==> src/rtl/mv_cmd_pkg.sv <==
`default_nettype none
// ============================================================================
// Module   : mv_cmd_pkg
// Brief    : Opcodes, FSM state encoding and helpers for mv_cmd_dispatcher.
// Revision : 1.0 - initial release
// ============================================================================
package mv_cmd_pkg;

    localparam logic [7:0] c_OP_NOP     = 8'h00;
    localparam logic [7:0] c_OP_IO      = 8'h01;
    localparam logic [7:0] c_OP_SPI0    = 8'h02;
    localparam logic [7:0] c_OP_MDIO_RD = 8'h0A;
    localparam logic [7:0] c_OP_MDIO_WR = 8'h0B;
    localparam logic [7:0] c_OP_TRACE   = 8'h0C;
    localparam logic [7:0] c_OP_CODEC   = 8'h0D;

    // Base of the trace idle/ID byte; the instance TRACEID is added to it.
    localparam logic [7:0] c_TRACE_BASE = 8'h20;

    typedef enum logic [2:0] {
        S_OPC       = 3'd0,
        S_LEN       = 3'd1,
        S_PAY       = 3'd2,
        S_MDIO_WAIT = 3'd3,
        S_MDIO_BUSY = 3'd4,
        S_MDIO_HI   = 3'd5,
        S_MDIO_LO   = 3'd6
    } state_t;

    // SPI channel opcodes occupy 0x02 .. 0x02+num_spi-1.
    function automatic logic is_spi_op(input logic [7:0] op, input int num_spi);
        return (int'(op) >= int'(c_OP_SPI0)) && (int'(op) < int'(c_OP_SPI0) + num_spi);
    endfunction

    function automatic logic is_known_op(input logic [7:0] op, input int num_spi);
        return (op == c_OP_NOP) || (op == c_OP_IO) || is_spi_op(op, num_spi) ||
               (op == c_OP_MDIO_RD) || (op == c_OP_MDIO_WR) ||
               (op == c_OP_TRACE) || (op == c_OP_CODEC);
    endfunction

endpackage
`default_nettype wire

==> src/rtl/mv_frame_timer.sv <==
`default_nettype none
// ============================================================================
// Module   : mv_frame_timer
// Brief    : Inter-byte idle counter; flags expiry after TIMEOUT_CYCLES idle
//            cycles while enabled.
// Revision : 1.0 - initial release
// ============================================================================
module mv_frame_timer #(
    parameter int TIMEOUT_CYCLES = 50000
) (
    input  logic i_clk,
    input  logic i_rst_n,
    input  logic i_clear,
    input  logic i_enable,
    output logic o_expire
);

    localparam logic [15:0] c_LAST = 16'(TIMEOUT_CYCLES - 1);

    logic [15:0] r_count;

    // Count idle enabled cycles; any clear or leaving the timed states restarts.
    always_ff @(posedge i_clk or negedge i_rst_n) begin
        if (!i_rst_n) begin
            r_count <= 16'd0;
        end else if (i_clear || !i_enable) begin
            r_count <= 16'd0;
        end else if (r_count != c_LAST) begin
            r_count <= r_count + 16'd1;
        end
    end

    // A clear in the same cycle (a received byte) suppresses expiry.
    assign o_expire = i_enable && !i_clear && (r_count == c_LAST);

endmodule
`default_nettype wire

==> src/rtl/mv_cmd_dispatcher.sv <==
`default_nettype none
// ============================================================================
// Module   : mv_cmd_dispatcher
// Brief    : Parses opcode/length/payload host frames, routes payload bytes to
//            SPI, MDIO, I/O latch, codec and trace targets, and muxes response
//            bytes back onto the tx stream.
// Revision : 1.0 - initial release
// ============================================================================
module mv_cmd_dispatcher
    import mv_cmd_pkg::*;
#(
    parameter int TRACEID        = 0,
    parameter int NUM_SPI        = 4,
    parameter int IO_PULSE_LEN   = 7,
    parameter int TIMEOUT_CYCLES = 50000
) (
    input  logic               i_clk,
    input  logic               i_rst_n,
    input  logic [7:0]         i_rx_data,
    input  logic               i_rx_strobe,
    output logic [7:0]         o_tx_data,
    output logic               o_tx_req,
    input  logic               i_spi_ready,
    input  logic [7:0]         i_spi_rd_data,
    input  logic               i_spi_rd_strobe,
    output logic               o_spi_rw_req,
    output logic [NUM_SPI-1:0] o_spi_cs_n,
    output logic [7:0]         o_mdio_register,
    output logic [15:0]        o_mdio_wr_data,
    output logic               o_mdio_rd_request,
    output logic               o_mdio_wr_request,
    input  logic               i_mdio_rw_busy,
    input  logic [15:0]        i_mdio_rd_data,
    output logic [7:0]         o_io_data,
    output logic               o_io_data_pulse,
    output logic [7:0]         o_codec_config,
    output logic               o_trace_req,
    input  logic               i_tracebuf_empty,
    input  logic [7:0]         i_trace_out_data,
    output logic               o_frame_error,
    output logic [7:0]         o_err_count,
    output logic [2:0]         o_debug_state
);

    localparam logic [7:0] c_TRACE_ID_BYTE = 8'(c_TRACE_BASE + TRACEID);
    localparam logic [4:0] c_PULSE_END     = 5'(7 + IO_PULSE_LEN);

    state_t             r_state, r_state_d;
    logic [7:0]         r_opcode, r_len, r_cnt;
    logic [NUM_SPI-1:0] r_cs_n;
    logic               r_spi_pend;
    logic               r_spi_rw_req, r_mdio_rd_req, r_mdio_wr_req, r_trace_req;
    logic [7:0]         r_mdio_reg, r_codec, r_io_data, r_err_count;
    logic [15:0]        r_mdio_wd;
    logic [4:0]         r_io_cnt;
    logic               r_io_pulse, r_frame_error;

    logic       w_is_spi, w_known, w_last, w_frame_end, w_bad, w_err;
    logic       w_timer_en, w_timer_clr, w_timeout, w_io_load, w_spi_active;
    logic [7:0] w_len, w_spi_idx;

    mv_frame_timer #(
        .TIMEOUT_CYCLES (TIMEOUT_CYCLES)
    ) u_timer (
        .i_clk    (i_clk),
        .i_rst_n  (i_rst_n),
        .i_clear  (w_timer_clr),
        .i_enable (w_timer_en),
        .o_expire (w_timeout)
    );

    // Frame decode: last-byte detection, error conditions, timer control.
    always_comb begin
        w_is_spi     = is_spi_op(r_opcode, NUM_SPI);
        w_known      = is_known_op(r_opcode, NUM_SPI);
        w_spi_idx    = r_opcode - c_OP_SPI0;
        w_len        = (r_state == S_LEN) ? i_rx_data : r_len;
        w_last       = ((r_state == S_LEN) && (i_rx_data == 8'd0)) ||
                       ((r_state == S_PAY) && (r_cnt == r_len - 8'd1));
        w_frame_end  = i_rx_strobe && w_last;
        w_bad        = !w_known ||
                       ((r_opcode == c_OP_MDIO_WR) && (w_len < 8'd3)) ||
                       ((r_opcode == c_OP_MDIO_RD) && (w_len == 8'd0));
        w_timer_en   = (r_state == S_LEN) || (r_state == S_PAY) ||
                       (r_state == S_MDIO_WAIT) || (r_state == S_MDIO_BUSY);
        w_timer_clr  = i_rx_strobe || (r_state != r_state_d);
        w_err        = (w_frame_end && w_bad) || w_timeout ||
                       (i_rx_strobe && ((r_state == S_MDIO_HI) || (r_state == S_MDIO_LO)));
        w_io_load    = i_rx_strobe && (r_state == S_PAY) && (r_opcode == c_OP_IO) &&
                       (r_cnt == 8'd0);
        w_spi_active = (r_cs_n != {NUM_SPI{1'b1}});
    end

    // Response byte multiplexer, highest priority first.
    always_comb begin
        o_tx_data = i_rx_data;
        o_tx_req  = i_rx_strobe;
        if (w_spi_active) begin
            o_tx_data = i_spi_rd_data;
            o_tx_req  = i_spi_rd_strobe;
        end else if (r_state == S_MDIO_HI) begin
            o_tx_data = i_mdio_rd_data[15:8];
            o_tx_req  = 1'b1;
        end else if (r_state == S_MDIO_LO) begin
            o_tx_data = i_mdio_rd_data[7:0];
            o_tx_req  = 1'b1;
        end else if (!i_tracebuf_empty) begin
            o_tx_data = i_trace_out_data;
            o_tx_req  = 1'b1;
        end else if ((r_opcode == c_OP_TRACE) && ((r_state == S_LEN) || (r_state == S_PAY))) begin
            o_tx_data = c_TRACE_ID_BYTE;
            o_tx_req  = i_rx_strobe;
        end
    end

    // Frame FSM with payload routing, request pulses and chip-select control.
    always_ff @(posedge i_clk or negedge i_rst_n) begin
        if (!i_rst_n) begin
            r_state       <= S_OPC;
            r_state_d     <= S_OPC;
            r_opcode      <= 8'd0;
            r_len         <= 8'd0;
            r_cnt         <= 8'd0;
            r_cs_n        <= {NUM_SPI{1'b1}};
            r_spi_pend    <= 1'b0;
            r_spi_rw_req  <= 1'b0;
            r_mdio_rd_req <= 1'b0;
            r_mdio_wr_req <= 1'b0;
            r_trace_req   <= 1'b0;
            r_mdio_reg    <= 8'd0;
            r_mdio_wd     <= 16'd0;
            r_codec       <= 8'd0;
        end else begin
            r_state_d     <= r_state;
            r_spi_rw_req  <= 1'b0;
            r_mdio_rd_req <= 1'b0;
            r_mdio_wr_req <= 1'b0;
            r_trace_req   <= 1'b0;
            // Hold chip selects until the engine has finished the last byte;
            // the request cycle itself is skipped since ready has not dropped yet.
            if (r_spi_pend && i_spi_ready && !r_spi_rw_req) begin
                r_cs_n     <= {NUM_SPI{1'b1}};
                r_spi_pend <= 1'b0;
            end
            case (r_state)
                S_OPC: begin
                    if (i_rx_strobe) begin
                        r_opcode <= i_rx_data;
                        r_state  <= S_LEN;
                    end
                end
                S_LEN: begin
                    if (i_rx_strobe) begin
                        r_len <= i_rx_data;
                        r_cnt <= 8'd0;
                        if (i_rx_data == 8'd0) begin
                            if (r_opcode == c_OP_MDIO_RD) begin
                                r_state       <= S_MDIO_WAIT;
                                r_mdio_rd_req <= 1'b1;
                            end else begin
                                r_state <= S_OPC;
                            end
                        end else begin
                            r_state <= S_PAY;
                            if (w_is_spi) begin
                                r_spi_pend <= 1'b0;
                                for (int k = 0; k < NUM_SPI; k++) begin
                                    if (w_spi_idx == 8'(k)) begin
                                        r_cs_n[k] <= 1'b0;
                                    end
                                end
                            end
                        end
                    end else if (w_timeout) begin
                        r_state <= S_OPC;
                    end
                end
                S_PAY: begin
                    if (i_rx_strobe) begin
                        r_cnt <= r_cnt + 8'd1;
                        if (w_is_spi) begin
                            r_spi_rw_req <= 1'b1;
                        end
                        if (r_opcode == c_OP_TRACE) begin
                            r_trace_req <= 1'b1;
                        end
                        if ((r_opcode == c_OP_CODEC) && (r_cnt == 8'd0)) begin
                            r_codec <= i_rx_data;
                        end
                        if (((r_opcode == c_OP_MDIO_RD) || (r_opcode == c_OP_MDIO_WR)) &&
                            (r_cnt == 8'd0)) begin
                            r_mdio_reg <= i_rx_data;
                        end
                        if ((r_opcode == c_OP_MDIO_WR) && (r_cnt == 8'd1)) begin
                            r_mdio_wd[15:8] <= i_rx_data;
                        end
                        if ((r_opcode == c_OP_MDIO_WR) && (r_cnt == 8'd2)) begin
                            r_mdio_wd[7:0] <= i_rx_data;
                            r_mdio_wr_req  <= 1'b1;
                        end
                        if (w_last) begin
                            if (w_is_spi) begin
                                r_spi_pend <= 1'b1;
                            end
                            if (r_opcode == c_OP_MDIO_RD) begin
                                r_state       <= S_MDIO_WAIT;
                                r_mdio_rd_req <= 1'b1;
                            end else begin
                                r_state <= S_OPC;
                            end
                        end
                    end else if (w_timeout) begin
                        r_state <= S_OPC;
                        if (w_spi_active) begin
                            r_spi_pend <= 1'b1;
                        end
                    end
                end
                S_MDIO_WAIT: begin
                    if (i_mdio_rw_busy) begin
                        r_state <= S_MDIO_BUSY;
                    end else if (w_timeout) begin
                        r_state <= S_OPC;
                    end
                end
                S_MDIO_BUSY: begin
                    if (!i_mdio_rw_busy) begin
                        r_state <= S_MDIO_HI;
                    end else if (w_timeout) begin
                        r_state <= S_OPC;
                    end
                end
                S_MDIO_HI: r_state <= S_MDIO_LO;
                S_MDIO_LO: r_state <= S_OPC;
                default:   r_state <= S_OPC;
            endcase
        end
    end

    // I/O latch load and delayed load pulse (high 8 .. 7+IO_PULSE_LEN cycles after the strobe).
    always_ff @(posedge i_clk or negedge i_rst_n) begin
        if (!i_rst_n) begin
            r_io_data  <= 8'd0;
            r_io_cnt   <= 5'd0;
            r_io_pulse <= 1'b0;
        end else begin
            r_io_pulse <= (r_io_cnt >= 5'd7) && (r_io_cnt < c_PULSE_END);
            if (w_io_load) begin
                r_io_data <= i_rx_data;
                r_io_cnt  <= 5'd1;
            end else if (r_io_cnt != 5'd0) begin
                r_io_cnt <= (r_io_cnt == c_PULSE_END) ? 5'd0 : r_io_cnt + 5'd1;
            end
        end
    end

    // Frame error pulse and saturating error counter.
    always_ff @(posedge i_clk or negedge i_rst_n) begin
        if (!i_rst_n) begin
            r_frame_error <= 1'b0;
            r_err_count   <= 8'd0;
        end else begin
            r_frame_error <= w_err;
            if (w_err && (r_err_count != 8'hFF)) begin
                r_err_count <= r_err_count + 8'd1;
            end
        end
    end

    assign o_spi_rw_req      = r_spi_rw_req;
    assign o_spi_cs_n        = r_cs_n;
    assign o_mdio_register   = r_mdio_reg;
    assign o_mdio_wr_data    = r_mdio_wd;
    assign o_mdio_rd_request = r_mdio_rd_req;
    assign o_mdio_wr_request = r_mdio_wr_req;
    assign o_io_data         = r_io_data;
    assign o_io_data_pulse   = r_io_pulse;
    assign o_codec_config    = r_codec;
    assign o_trace_req       = r_trace_req;
    assign o_frame_error     = r_frame_error;
    assign o_err_count       = r_err_count;
    assign o_debug_state     = r_state;

endmodule
`default_nettype wire

==> config.mk <==
export PLATFORM = sky130hd
export DESIGN_NAME = mv_cmd_dispatcher
export DESIGN_NICKNAME = d
export VERILOG_FILES = /design/src/rtl/mv_cmd_pkg.sv /design/src/rtl/mv_frame_timer.sv /design/src/rtl/mv_cmd_dispatcher.sv
export SDC_FILE = /design/constraint.sdc
export NUM_CORES = 1
export LEC_CHECK = 0
export BUFFER_PORTS_ARGS = -buffer_cell sky130_fd_sc_hd__buf_2
export CAP_MARGIN = 20
export CORE_MARGIN = 5
export CORE_UTILIZATION = 60
export DETAILED_ROUTE_END_ITERATION = 16
export PLACE_DENSITY = 0.91
export SYNTH_ARGS = -nofsm -noshare
export SYNTH_HDL_FRONTEND = slang
export SYNTH_HIERARCHICAL = 1
export SYNTH_SLANG_ARGS = --single-unit
==> constraint.sdc <==
create_clock -name i_clk -period 8.1 [get_ports i_clk]
set_input_delay 0.405 -clock i_clk [delete_from_list [all_inputs] [get_ports i_clk]]
set_output_delay 0.405 -clock i_clk [all_outputs]
set_load 0.05 [all_outputs]
* Word level (Yosys, flattened, before mapping)
Cells that the tools add are included.
Word-level totals: register bits 110, bits of input ports 47, output and inout bits 70, logic and storage cells 183
Cells by class: add/sub/neg operators 6, $lt $le $gt $ge 5, equal/unequal tests 27, muxes and demuxes 62, reductions and logical operators 62
Operators with widths (count):
- 2-to-1 mux 8 bit | 8
- zero test 8 bit | 5
- equality test 8 x 4 -> 1 bit (second input constant) | 4
- 2-to-1 mux 16 bit | 2
- 2-to-1 mux 1 bit | 31
- equality test 8 x 1 -> 1 bit (second input constant) | 3
- equality test 8 x 2 -> 1 bit (second input constant) | 3
- logical AND 1 bit | 22
- 2-to-1 mux 3 bit | 7
- 2-to-1 mux 4 bit | 5
- logical OR 1 bit | 18
- case mux 3 bit (6 select lines) | 1
- adder 16 x 1 -> 16 bit (second input constant) | 1
- adder 8 x 1 -> 8 bit (second input constant) | 2
- equality test 16 bit (second input constant) | 1
- != test 16 bit (second input constant) | 1
- case mux 8 bit (2 select lines) | 1
- 2-to-1 mux 5 bit | 3
- AND reduction 3 bit | 5
- equality test 3 bit (second input constant) | 3
- equality test 8 bit | 1
- greater-or-equal comparator 8 x 2 -> 1 bit (second input constant) | 1
- less-than comparator 8 x 2 -> 1 bit (second input constant) | 1
- less-than comparator 8 x 3 -> 1 bit (second input constant) | 1
- 20 further kinds | 32

* Longest topological paths before layout
depth after elaboration 14, mapped depth 13, mapped depth without buffers 10

* Hierarchy
The synthesis kept the hierarchy.
Modules (own cells, without submodules):
- mv_cmd_dispatcher | times used 1, cells an instance 487, area an instance 4902.2 um2, seq. area each 2357.3 um2
- mv_frame_timer | times used 1, cells an instance 93, area an instance 905.9 um2, seq. area each 400.4 um2

* Worst setup path after synthesis
No wires, ideal clock.
kind register to output, from reg r_opcode[4], to out o_tx_data[5], arrival time 3001 ps, data required time 7695 ps, path slack 4694 ps, cell stages (with the launch flop) 7, path buffers 0, path through dfrtp_1 nor4_1 nand4_1 o31a_1 a211oi_1 a221oi_1 o21ai_0
Between the ends: cells in the longest elaborated chain, start to end 7
Ends and longest elaborated chain:
- from (decl) | line mv_cmd_dispatcher.sv:49 | logic [7:0] r_opcode, r_len, r_cnt;
- from (signal assigned) | line mv_cmd_dispatcher.sv:148 | r_opcode <= i_rx_data;
- equality test 8 x 4 -> 1 bit | line mv_cmd_dispatcher.sv:110 | end else if ((r_opcode == c_OP_TRACE) && ((r_state == S_LEN) || (r_state == S_PAY))) begin
- logical AND 1 bit | line mv_cmd_dispatcher.sv:110
- 2-to-1 mux 8 bit | line mv_cmd_dispatcher.sv:110
- 2-to-1 mux 8 bit | line mv_cmd_dispatcher.sv:107 | end else if (!i_tracebuf_empty) begin
- 2-to-1 mux 8 bit | line mv_cmd_dispatcher.sv:104 | end else if (r_state == S_MDIO_LO) begin
- 2-to-1 mux 8 bit | line mv_cmd_dispatcher.sv:101 | end else if (r_state == S_MDIO_HI) begin
- 2-to-1 mux 8 bit | line mv_cmd_dispatcher.sv:98 | if (w_spi_active) begin
- to (decl) | line mv_cmd_dispatcher.sv:21 | output logic [7:0] o_tx_data,
No other way between the ends.

* Final worst setup path
Same ends and word-level chain as after synthesis.

==> impl_metrics.env <==
export IMPL_status="complete, no violations"
export IMPL_synthAdderAreaFrac=0.0293
export IMPL_tritoncts="built"
export IMPL_syn2layout_area_growth_pct=14.5
export IMPL_cts_resized=0
export IMPL_ys_ff_latch=110
export IMPL_port_buffers=116
export IMPL_synth_async_sr_flop_share=1.00
export IMPL_combPwrFrac=0.380
export IMPL_syn_avg_cell_area_um2=10.0
export IMPL_grt_pass1_vias=4892
export IMPL_drc=0
export IMPL_final_common_cell="buf_2"
export IMPL_leakage_uw=0.00319
export IMPL_clkPwrFrac=0.172
export IMPL_synth_warnings=6
export IMPL_synth_seq_area_share=0.475
export IMPL_clk_path_buf_depth=2
export IMPL_setup_worst_path_class="flop to output pin"
export IMPL_place_inst=804
export IMPL_cts_root_buf="clkbuf_8"
export IMPL_ys_flop_type="dfrtp_1"
export IMPL_grt_use_total=0.257
export IMPL_synthCells=580
export IMPL_startpoint_type="flop"
export IMPL_slew_viol_final=0
export IMPL_routed_via_density=6.00
export IMPL_layout_common_cells="116 x buf_2, 106 x dfrtp_1, 69 x nand2_1, 42 x mux2_2, 41 x nor2_1"
export IMPL_p_seq_frac=0.448
export IMPL_synthXorXnorAreaFrac=0.0483
export IMPL_critPathTopFamily="simple AND/OR/NAND/NOR gates"
export IMPL_cts_hold_buffers=0
export IMPL_die_h_um=108
export IMPL_diodes=0
export IMPL_hold_class="input port to async pin"
export IMPL_hold_viol_final=0
export IMPL_finalSetupTns_ps=0
export IMPL_fill_cells=705
export IMPL_htree_levels=3
export IMPL_routed_wl_mm=14.7
export IMPL_hpwl_mm=10.7
export IMPL_ios=117
export IMPL_fmax_ghz=0.281
export IMPL_min_period_ps=3560
export IMPL_vias=4927
export IMPL_route_met3_wl_mm=1.03
export IMPL_drive_above_1_share=0.289
export IMPL_synth_top_family_by_area="simple AND/OR/NAND/NOR gates"
export IMPL_synth_simple_gate_area_frac=0.216
export IMPL_drtAntennaViolNets=0
export IMPL_required_ps=7700
export IMPL_muxShareOfSynthArea=0.0905
export IMPL_routedLengthMet1_mm=5.77
export IMPL_max_stage_delay_ps=840
export IMPL_rsz0062_at_grt="no"
export IMPL_grt_first_pass_wirelength_mm=23.8
export IMPL_finalNonFillerCells=821
export IMPL_clock_latency_ps=370
export IMPL_cp_max_fo=8
export IMPL_relSlewSlack=0.353
export IMPL_first_pass_iters=5
export IMPL_wl_per_cell_um=17.9
export IMPL_placementRows=36
export IMPL_nets=742
export IMPL_core_area_um2=9590
export IMPL_synth_edf_count=0
export IMPL_drt_iter0_markers=456
export IMPL_place_congestion=0.925
export IMPL_crit_chain="nor4_1 -> nand4_1 -> o31a_1 -> a211oi_1 -> a221oi_1 -> o21ai_0 -> buf_2"
export IMPL_drv_cap=0
export IMPL_ir_drop_uv=206
export IMPL_synth_area_um2=5810
export IMPL_p_per_area_nw_per_um2=272
export IMPL_critPathArrivalTime_ps=3160
export IMPL_worst_pin_slew_ps=961
export IMPL_ys_types=64
export IMPL_dr_wl_met2_mm=7.40
export IMPL_top_layer="met4"
export IMPL_start_util=0.605
export IMPL_power_internal_uw=1020
export IMPL_setup_violations_final=0
export IMPL_post_cts_buffers=0
export IMPL_overflow=0
export IMPL_cp_end_kind="output pin"
export IMPL_worstPathBufferInverterCount=1
export IMPL_cts_buffers=9
export IMPL_die_area_um2=11700
export IMPL_antenna_found_initial=0
export IMPL_clock_sinks=110
export IMPL_fin_crit_sh=0.440
export IMPL_crit_slowest_cell="nor4_1"
export IMPL_synth_compound_area_frac=0.109
export IMPL_swShare=0.436
export IMPL_die_w_um=108
export IMPL_skew_ps=14.1
export IMPL_grt_start_max_net_pins=61
export IMPL_switching_power_uw=790
export IMPL_path_clk_slew_ps=110
export IMPL_syn_nets=639
-- kinds of logic (layout without fill, tap and decap cells) --
group	Yosys count	in the layout
compound gates	96	96
xor+xnor	32	32
fa+ha+maj	14	14
buf+inv	48	156
flops	110	110
mux	47	47
simple gates	233	233
-- layout make-up --
type,instances,area (um2),area share
clock inverters,6,55.1,0.00828
multi-input cells,422,2860,0.431
inverters,22,82.6,0.0124
well taps,133,166,0.0250
repair buffers,118,596,0.0896
clock buffers,10,128,0.0192
flip-flops and latches,110,2760,0.415
-- power groups by stage --
stage	Combinational (uW)	Clock (uW)	Sequential, uW
3_3_place_gp	646	0	803
2_1_floorplan	469	0	855
3_5_place_dp	679	0	816
5_1_grt	750	337	831
6_report	688	312	812
4_1_cts	682	317	806
-- state kept, by name (all words and copies together) (netlist names), 3 cells and up --
signal and flops:
o_codec_config 8, o_debug_state 3, o_err_count 8, o_io_data 8
o_mdio_register 8, o_mdio_wr_data 16, o_spi_cs_n 4, r_cnt 8
r_io_cnt 5, r_len 8, r_opcode 8, r_state_d 3
u_timer/r_count 16
-- synth_stat cells, types with 3 or more instances --
| master | number | area [um2] |
|---|---|---|
| a21oi_1 | 14 | 70.1 |
| a221oi_1 | 9 | 78.8 |
| a31oi_1 | 8 | 50.1 |
| and2_1 | 5 | 31.3 |
| and3_1 | 7 | 43.8 |
| and4_1 | 3 | 26.3 |
| buf_1 | 3 | 11.3 |
| clkbuf_1 | 20 | 75.1 |
| dfrtp_1 | 106 | 2650 |
| dfstp_2 | 4 | 105 |
| ha_1 | 12 | 150 |
| inv_1 | 21 | 78.8 |
| mux2_2 | 42 | 473 |
| mux2i_1 | 3 | 30.0 |
| nand2_1 | 69 | 259 |
| nand2b_1 | 7 | 43.8 |
| nand3_1 | 21 | 105 |
| nand4_1 | 18 | 113 |
| nor2_1 | 41 | 154 |
| nor2_2 | 3 | 18.8 |
| nor2b_1 | 6 | 37.5 |
| nor3_1 | 18 | 90.1 |
| nor3b_1 | 6 | 45.0 |
| nor4_1 | 3 | 18.8 |
| nor4_2 | 6 | 75.1 |
| o21ai_0 | 31 | 155 |
| o22ai_1 | 8 | 50.1 |
| o31ai_1 | 6 | 45.0 |
| or3_1 | 3 | 18.8 |
| or4_1 | 3 | 22.5 |
| xnor2_1 | 22 | 193 |
| xor2_1 | 10 | 87.6 |
-- per-stage QoR --
stage | area, um2 | hold WS [ps] | setup slack (ps) | utilization | total power [uW]
after floorplan | 5810 | 109 | 4690 | - | 1320
after detailed placement | 6460 | 455 | 4990 | 0.673 | 1490
after global routing | 6650 | 84.5 | 4320 | 0.693 | 1920
after CTS | 6640 | 52.9 | 4590 | 0.692 | 1810
after global placement | 6460 | 452 | 5170 | 0.673 | 1450
final | 6650 | 36.0 | 4540 | 0.693 | 1810
-- final timing paths --
| kind | startpoint | endpoint | slack (ps) | depth (start not counted) |
|---|---|---|---|---|
| hold / removal | i_rst_n | u_timer/r_count[9]$_DFFE_PN0P_ | 40 | 1 |
| hold reg to reg | o_mdio_wr_data[2]$_DFFE_PN0P_ | o_mdio_wr_data[2]$_DFFE_PN0P_ | 480 | 2 |
| min in group i_clk | i_mdio_rw_busy | o_debug_state[2]$_DFFE_PN0P_ | 320 | 4 |
| setup / recovery | r_opcode[4]$_DFFE_PN0P_ | o_tx_data[5] | 4540 | 7 |
| max in group asynchronous | i_rst_n | o_io_data_pulse$_DFF_PN0_ | 6870 | 2 |
| setup reg to reg | o_debug_state[1]$_DFFE_PN0P_ | o_io_data[5]$_DFFE_PN0P_ | 4960 | 6 |
-- routing by layer --
layer | vias up | GRT usage
met1 | 2367 | 0.312
li1 | 2289 | -
met5 | - | 0
met3 | 49 | 0.0663
met4 | 0 | 0.104
met2 | 222 | 0.437
Note: power is estimated with default switching activity, not from simulation.
